`config.mk`:
```
export PLATFORM = sky130hd
export DESIGN_NAME = jtframe_ba0_arb
export DESIGN_NICKNAME = d
export VERILOG_FILES = /design/src/rtl/jtframe_sdram_pkg.sv /design/src/rtl/jtframe_arb_pick.sv /design/src/rtl/jtframe_ba0_arb.sv
export SDC_FILE = /design/constraint.sdc
export NUM_CORES = 1
export LEC_CHECK = 0
export CAP_MARGIN = 20
export CELL_PAD_IN_SITES_DETAIL_PLACEMENT = 2
export CELL_PAD_IN_SITES_GLOBAL_PLACEMENT = 2
export CORE_MARGIN = 3
export CORE_UTILIZATION = 23
export CTS_CLUSTER_DIAMETER = 80
export DETAILED_ROUTE_END_ITERATION = 10
export PLACE_DENSITY = 0.86
export SLEW_MARGIN = 20
export SYNTH_ARGS = -nofsm -noshare
export SYNTH_HDL_FRONTEND = slang
export SYNTH_SLANG_ARGS = --single-unit
```
`constraint.sdc`:
```
create_clock -name clk_rom -period 7.6 [get_ports clk_rom]
set_input_delay 1.14 -clock clk_rom [delete_from_list [all_inputs] [get_ports clk_rom]]
set_output_delay 1.14 -clock clk_rom [all_outputs]
set_load 0.02 [all_outputs]
```
`src/rtl/jtframe_sdram_pkg.sv`:
```
// rtl/jtframe_sdram_pkg.sv - shared SDRAM arbiter types and limits
package jtframe_sdram_pkg;

    localparam int REQN_MIN = 2;
    localparam int REQN_MAX = 4;

    typedef enum logic [1:0] {
        ST_IDLE  = 2'd0,
        ST_GRANT = 2'd1,
        ST_WAIT  = 2'd2,
        ST_DONE  = 2'd3
    } ba0_state_t;

    // Width of a requester index / round-robin pointer
    function automatic int ptr_w(input int n);
        return (n > 2) ? 2 : 1;
    endfunction

endpackage

```
`src/rtl/jtframe_arb_pick.sv`:
```
// rtl/jtframe_arb_pick.sv - combinational winner pick, lowest offset from ptr_i wins
module jtframe_arb_pick
    import jtframe_sdram_pkg::*;
#(
    parameter int REQN = 3,
    parameter int PW   = 2
) (
    input  logic [REQN-1:0] req_i,
    input  logic [PW-1:0]   ptr_i,
    output logic [REQN-1:0] onehot_o,
    output logic [PW-1:0]   idx_o,
    output logic            any_o
);

    int off;
    int best_off;

    always_comb begin
        idx_o    = '0;
        off      = 0;
        best_off = REQN;
        for (int j = 0; j < REQN; j++) begin
            if (req_i[j]) begin
                off = j - int'(ptr_i);
                if (off < 0) off = off + REQN;
                if (off < best_off) begin
                    best_off = off;
                    idx_o    = PW'(j);
                end
            end
        end
        any_o    = |req_i;
        onehot_o = any_o ? (REQN'(1) << idx_o) : '0;
    end

endmodule

```
`src/rtl/jtframe_ba0_arb.sv`:
```
// rtl/jtframe_ba0_arb.sv - bank 0 SDRAM arbiter; JTFRAME_BA0_FIXPRIO_EN selects fixed priority
module jtframe_ba0_arb
    import jtframe_sdram_pkg::*;
#(
    parameter int SDRAMW = 23,
    parameter int REQN   = 3
) (
    input  logic                   clk_rom,
    input  logic                   rst_n,
    input  logic [REQN*SDRAMW-1:0] req_addr,
    input  logic [REQN-1:0]        req_rd,
    input  logic [REQN-1:0]        req_wr,
    input  logic [REQN*16-1:0]     req_din,
    input  logic [REQN*2-1:0]      req_din_m,
    output logic [REQN-1:0]        req_ack,
    output logic [REQN-1:0]        req_dst,
    output logic [REQN-1:0]        req_dok,
    output logic [REQN-1:0]        req_rdy,
    output logic [15:0]            req_dout,
    output logic [SDRAMW-1:0]      ba0_addr,
    output logic                   ba0_rd,
    output logic                   ba0_wr,
    output logic [15:0]            ba0_din,
    output logic [1:0]             ba0_din_m,
    input  logic                   ba0_ack,
    input  logic                   ba0_dst,
    input  logic                   ba0_dok,
    input  logic                   ba0_rdy,
    input  logic [15:0]            sdram_dout
);

    localparam int PW = ptr_w(REQN);

    if (REQN < REQN_MIN || REQN > REQN_MAX) begin : g_reqn_check
        $error("jtframe_ba0_arb: REQN out of range");
    end

    ba0_state_t        state_q;
    logic [REQN-1:0]   win_oh_q;
    logic [REQN-1:0]   ack_q;
    logic [REQN-1:0]   rdy_q;
    logic              rd_q;
    logic              wr_q;
    logic [SDRAMW-1:0] addr_q;
    logic [15:0]       din_q;
    logic [1:0]        dinm_q;

    logic [REQN-1:0]   pick_oh;
    logic [PW-1:0]     pick_idx;
    logic              pick_any;
    logic [PW-1:0]     ptr;

`ifdef JTFRAME_BA0_FIXPRIO_EN
    assign ptr = '0;
`else
    logic [PW-1:0] win_q;
    logic [PW-1:0] ptr_q;
    logic [PW-1:0] ptr_d;

    assign ptr_d = (win_q == PW'(REQN-1)) ? '0 : win_q + 1'b1;
    assign ptr   = ptr_q;
`endif

    jtframe_arb_pick #(
        .REQN (REQN),
        .PW   (PW)
    ) u_pick (
        .req_i    (req_rd | req_wr),
        .ptr_i    (ptr),
        .onehot_o (pick_oh),
        .idx_o    (pick_idx),
        .any_o    (pick_any)
    );

    always_ff @(posedge clk_rom or negedge rst_n) begin
        if (!rst_n) begin
            state_q  <= ST_IDLE;
            win_oh_q <= '0;
            ack_q    <= '0;
            rdy_q    <= '0;
            rd_q     <= 1'b0;
            wr_q     <= 1'b0;
            addr_q   <= '0;
            din_q    <= '0;
            dinm_q   <= '0;
`ifdef JTFRAME_BA0_FIXPRIO_EN
`else
            win_q    <= '0;
            ptr_q    <= '0;
`endif
        end else begin
            ack_q <= '0;
            rdy_q <= '0;
            case (state_q)
                ST_IDLE: begin
                    if (pick_any) begin
                        win_oh_q <= pick_oh;
                        addr_q   <= req_addr[pick_idx*SDRAMW +: SDRAMW];
                        din_q    <= req_din[pick_idx*16 +: 16];
                        dinm_q   <= req_din_m[pick_idx*2 +: 2];
                        // A write request masks a simultaneous read
                        wr_q     <= req_wr[pick_idx];
                        rd_q     <= ~req_wr[pick_idx];
`ifdef JTFRAME_BA0_FIXPRIO_EN
`else
                        win_q    <= pick_idx;
`endif
                        state_q  <= ST_GRANT;
                    end
                end
                ST_GRANT: begin
                    if (ba0_ack) begin
                        rd_q    <= 1'b0;
                        wr_q    <= 1'b0;
                        ack_q   <= win_oh_q;
                        state_q <= ST_WAIT;
                    end
                end
                ST_WAIT: begin
                    if (ba0_rdy) begin
                        rdy_q   <= win_oh_q;
`ifdef JTFRAME_BA0_FIXPRIO_EN
`else
                        ptr_q   <= ptr_d;
`endif
                        state_q <= ST_DONE;
                    end
                end
                ST_DONE: state_q <= ST_IDLE;
                default: state_q <= ST_IDLE;
            endcase
        end
    end

    assign req_ack   = ack_q;
    assign req_rdy   = rdy_q;
    assign req_dst   = ba0_dst ? win_oh_q : '0;
    assign req_dok   = ba0_dok ? win_oh_q : '0;
    assign req_dout  = sdram_dout;
    assign ba0_addr  = addr_q;
    assign ba0_rd    = rd_q;
    assign ba0_wr    = wr_q;
    assign ba0_din   = din_q;
    assign ba0_din_m = dinm_q;

endmodule
```
==> reports/qor.csv <==
metric;value;unit
outcome;finished clean;
Yosys cell types;42;
syn avg cell area;9.223;um2
die area;0.01890;mm2
CTS tree;done;
Slew Viols, Final;0;
Post-DP Area;0.005939;mm2
HPWL Detailed;12590;um
post-route setup TNS;0;ps
element type at the critical path end;flip-flop;
worst hold path type;reg -> reg;
Synth warnings;0;
Clock Path Buffers;2;
post-synthesis sequential area ratio;36.51;%
Worst Hold End;ptr[0];
Fillers;1800;
row count;47;
Resize count post-CTS;0;
clk_skew;3.467;ps
f_max;158.1;MHz
largest net degree at the start of global routing;59;
Port Buffer Count;189;
cell area after layout;0.006230;mm2
placed cells;807;
Arr. time, crit path;6580;ps
Final Setup Violations;0;
antenna-violating nets left;0;
First-pass DRT Iterations;4;
Die Y;137.5;um
Routed WL;16320;um
Hold Path Origin;win_q[1];
final RePlAce weighted congestion;0.8374;
Reg2Reg Capture Point;ba0_din[6];
hold buffer count at cts;0;
CTS root buffer;clkbuf_16;
vias in the first global route;4682;
WHS Path Cells;1;
Post-Syn Instances;431;
routed wire length per instance;19.83;um
Power Density;384.3;mW/mm2
R2R depth;20;
Overflow after GRT;0;
I/O Pins;222;
Leak;2.704;nW
area of the multi-input gates;0.002150;mm2
final non-filler cell total;823;
vias;4079;
period utilisation layout;83.23;%
Setup CP Type;in -> reg;
H-Tree Depth;3;
synthesized cell area;0.003975;mm2
Inserted Diodes;0;
Starting DRT DRC Count;105;
first-pass GRT wire length;24750;um
Worst slew margin;28.00;%
Critical Path Fanout Max;24;
core area;0.01676;mm2
Critical Path RT;7860;ps
Clock transition at path regs;50;ps
Max IR drop VDD;0.1143;mV
r2r startpoint;ptr[0];
Min Hold Slack;488.6;ps
CTS Sinks;58;
fraction of layout cells with a size suffix above 1;5.473;%
Max Cap Viol;0;
Tmin final;6326;ps
CTS Buf Count;9;
Initial Util;23.72;%
fin nets;773;
DRC errors left;0;
Worst-Margin Slew;1080;ps
Yosys reg bits;58;
startpoint types;primary input;
post-CTS setup buffers;0;
Total Routing Usage GR;16.99;%
Die Wd;137.5;um
PnR worst setup slack;1274;ps
Final Hold Fails;0;
area grow syn2layout;56.72;%
r2r setup slk;1520;ps
RSZ-0062 raised after global routing;no;
Seq. cell area;0.001451;mm2
clock latency on the worst-skew pair;330;ps
initial antenna violation count;1;
Placement Setup Slack;962.4;ps
Vias/cell;4.956;
[sequential cells by signal, summed over array words and instances, names as in the netlist, 3 cells and up]
register	flops
ba0_addr	23
ba0_din	16
req_ack	3
req_rdy	3
win_oh_q	3
[worst max-delay path by stage]
stage / from / end / slack [ps] / cells after the start
detailed placement: req_wr[0] / ba0_din[4] / 960 / 18
floorplan: req_rd[0] / ba0_addr[0] / 2430 / 21
finish: req_wr[0] / ba0_din[6] / 1270 / 18
global route: req_wr[0] / ba0_din[2] / 910 / 18
CTS: req_wr[0] / ba0_din[6] / 1320 / 18
global placement: req_wr[0] / ba0_din[11] / 1430 / 19
[synth_stat cells, drive strengths merged]
master / count / share of area [%]
o32a: 1 / 0.25
o211a: 1 / 0.44
nor2b: 4 / 0.63
mux2i: 18 / 4.5
nor3b: 1 / 0.19
o21ai: 53 / 6.7
dfrtp: 58 / 37
nor3: 3 / 0.38
a41o: 1 / 0.25
and3: 8 / 1.3
a22oi: 25 / 4.7
nand3: 1 / 0.13
o31ai: 2 / 0.38
a22o: 1 / 0.22
or3: 17 / 2.7
o2111a: 1 / 0.28
o22ai: 1 / 0.16
a2111oi: 2 / 0.91
inv: 36 / 3.4
a21o: 6 / 1.1
nand2b: 1 / 0.16
a211o: 1 / 0.22
a21oi: 3 / 0.38
o211ai: 1 / 0.31
and2: 9 / 1.4
o21a: 3 / 0.60
clkbuf: 17 / 1.6
a32o: 17 / 4.3
nand4: 1 / 0.16
a221o: 24 / 6.0
conb: 1 / 0.094
buf: 24 / 5.0
a31oi: 2 / 1.1
nor2: 43 / 4.1
ha: 24 / 7.6
nand2: 20 / 2.0
[per-stage QoR]
stage | utilization (%) | power (W)
2_1_floorplan | - | 0.001449
3_3_place_gp | 35.44 | 0.001921
3_5_place_dp | 35.44 | 0.002013
4_1_cts | 37.15 | 0.002426
5_1_grt | 37.17 | 0.002566
6_report | 37.17 | 0.002394
[critical path, cell delays in order]
cell and delay [ps]:
clkdlybuf4s50_1 480, nor2_1 90, nor2b_1 280, inv_1 130, ha_1 300, nor3b_1 250, o21ai_0 160, ha_1 370
o21a_1 270, nand2_1 110, and2_1 170, ha_1 350, and3_1 230, o21ai_0 130, o211a_4 300, a31oi_4 530
and3_1 970, a221o_1 300
[area by class of cell]
type                    count  share of cell area [%]
clock buffers              10                   3.675
flip-flops and latches     58                   23.30
repair buffers            195                   31.01
inverters                  36                   2.169
multi-input cells         298                   34.50
clock inverters             6                  0.9239
well taps                 220                   4.419
[cells in the final DEF, fill, tap and decap left out, types with 3 or more instances in the layout]
master,synthesis,layout
a32o_1,17,17
dfrtp_1,58,58
o21ai_0,51,50
or3_1,17,17
a22oi_1,25,25
a21o_1,6,6
conb_1,1,3
ha_1,24,24
a221o_1,24,24
nor2_1,43,43
and2_1,9,9
mux2i_1,18,18
nand2_1,19,18
clkdlybuf4s50_1,0,188
inv_1,36,36
clkbuf_16,0,9
and3_1,8,8
buf_4,16,6
clkinv_2,0,4
nor2b_1,4,4
a21oi_1,3,3
[cells by family after synthesis]
group	synth area share [%]
flip-flops	36.51
buffers and inverters	9.978
AO/OA/AOI/OAI	28.33
adder cells (fa/ha/maj)	7.554
other	0.09434
multiplexers	4.533
AND/OR/NAND/NOR	13.00
[layer usage]
layer / global-route usage [%] / up-vias / share of wire (%)
li1: - / 1893 / -
met5: 0 / - / 0.074
met2: 30.64 / 145 / 51
met3: 5.771 / 25 / 7.5
met1: 18.55 / 2014 / 40
met4: 5.710 / 2 / 1.8
[power by group]
group	switching (W)	total [W]	leakage [nW]	internal, W
logic	0.000785	0.00145	1.84	0.000661
clock network	0.000147	0.000398	0.142	0.000251
registers	0.0000955	0.000549	0.726	0.000454
Note: power is estimated with default switching activity, not from simulation.
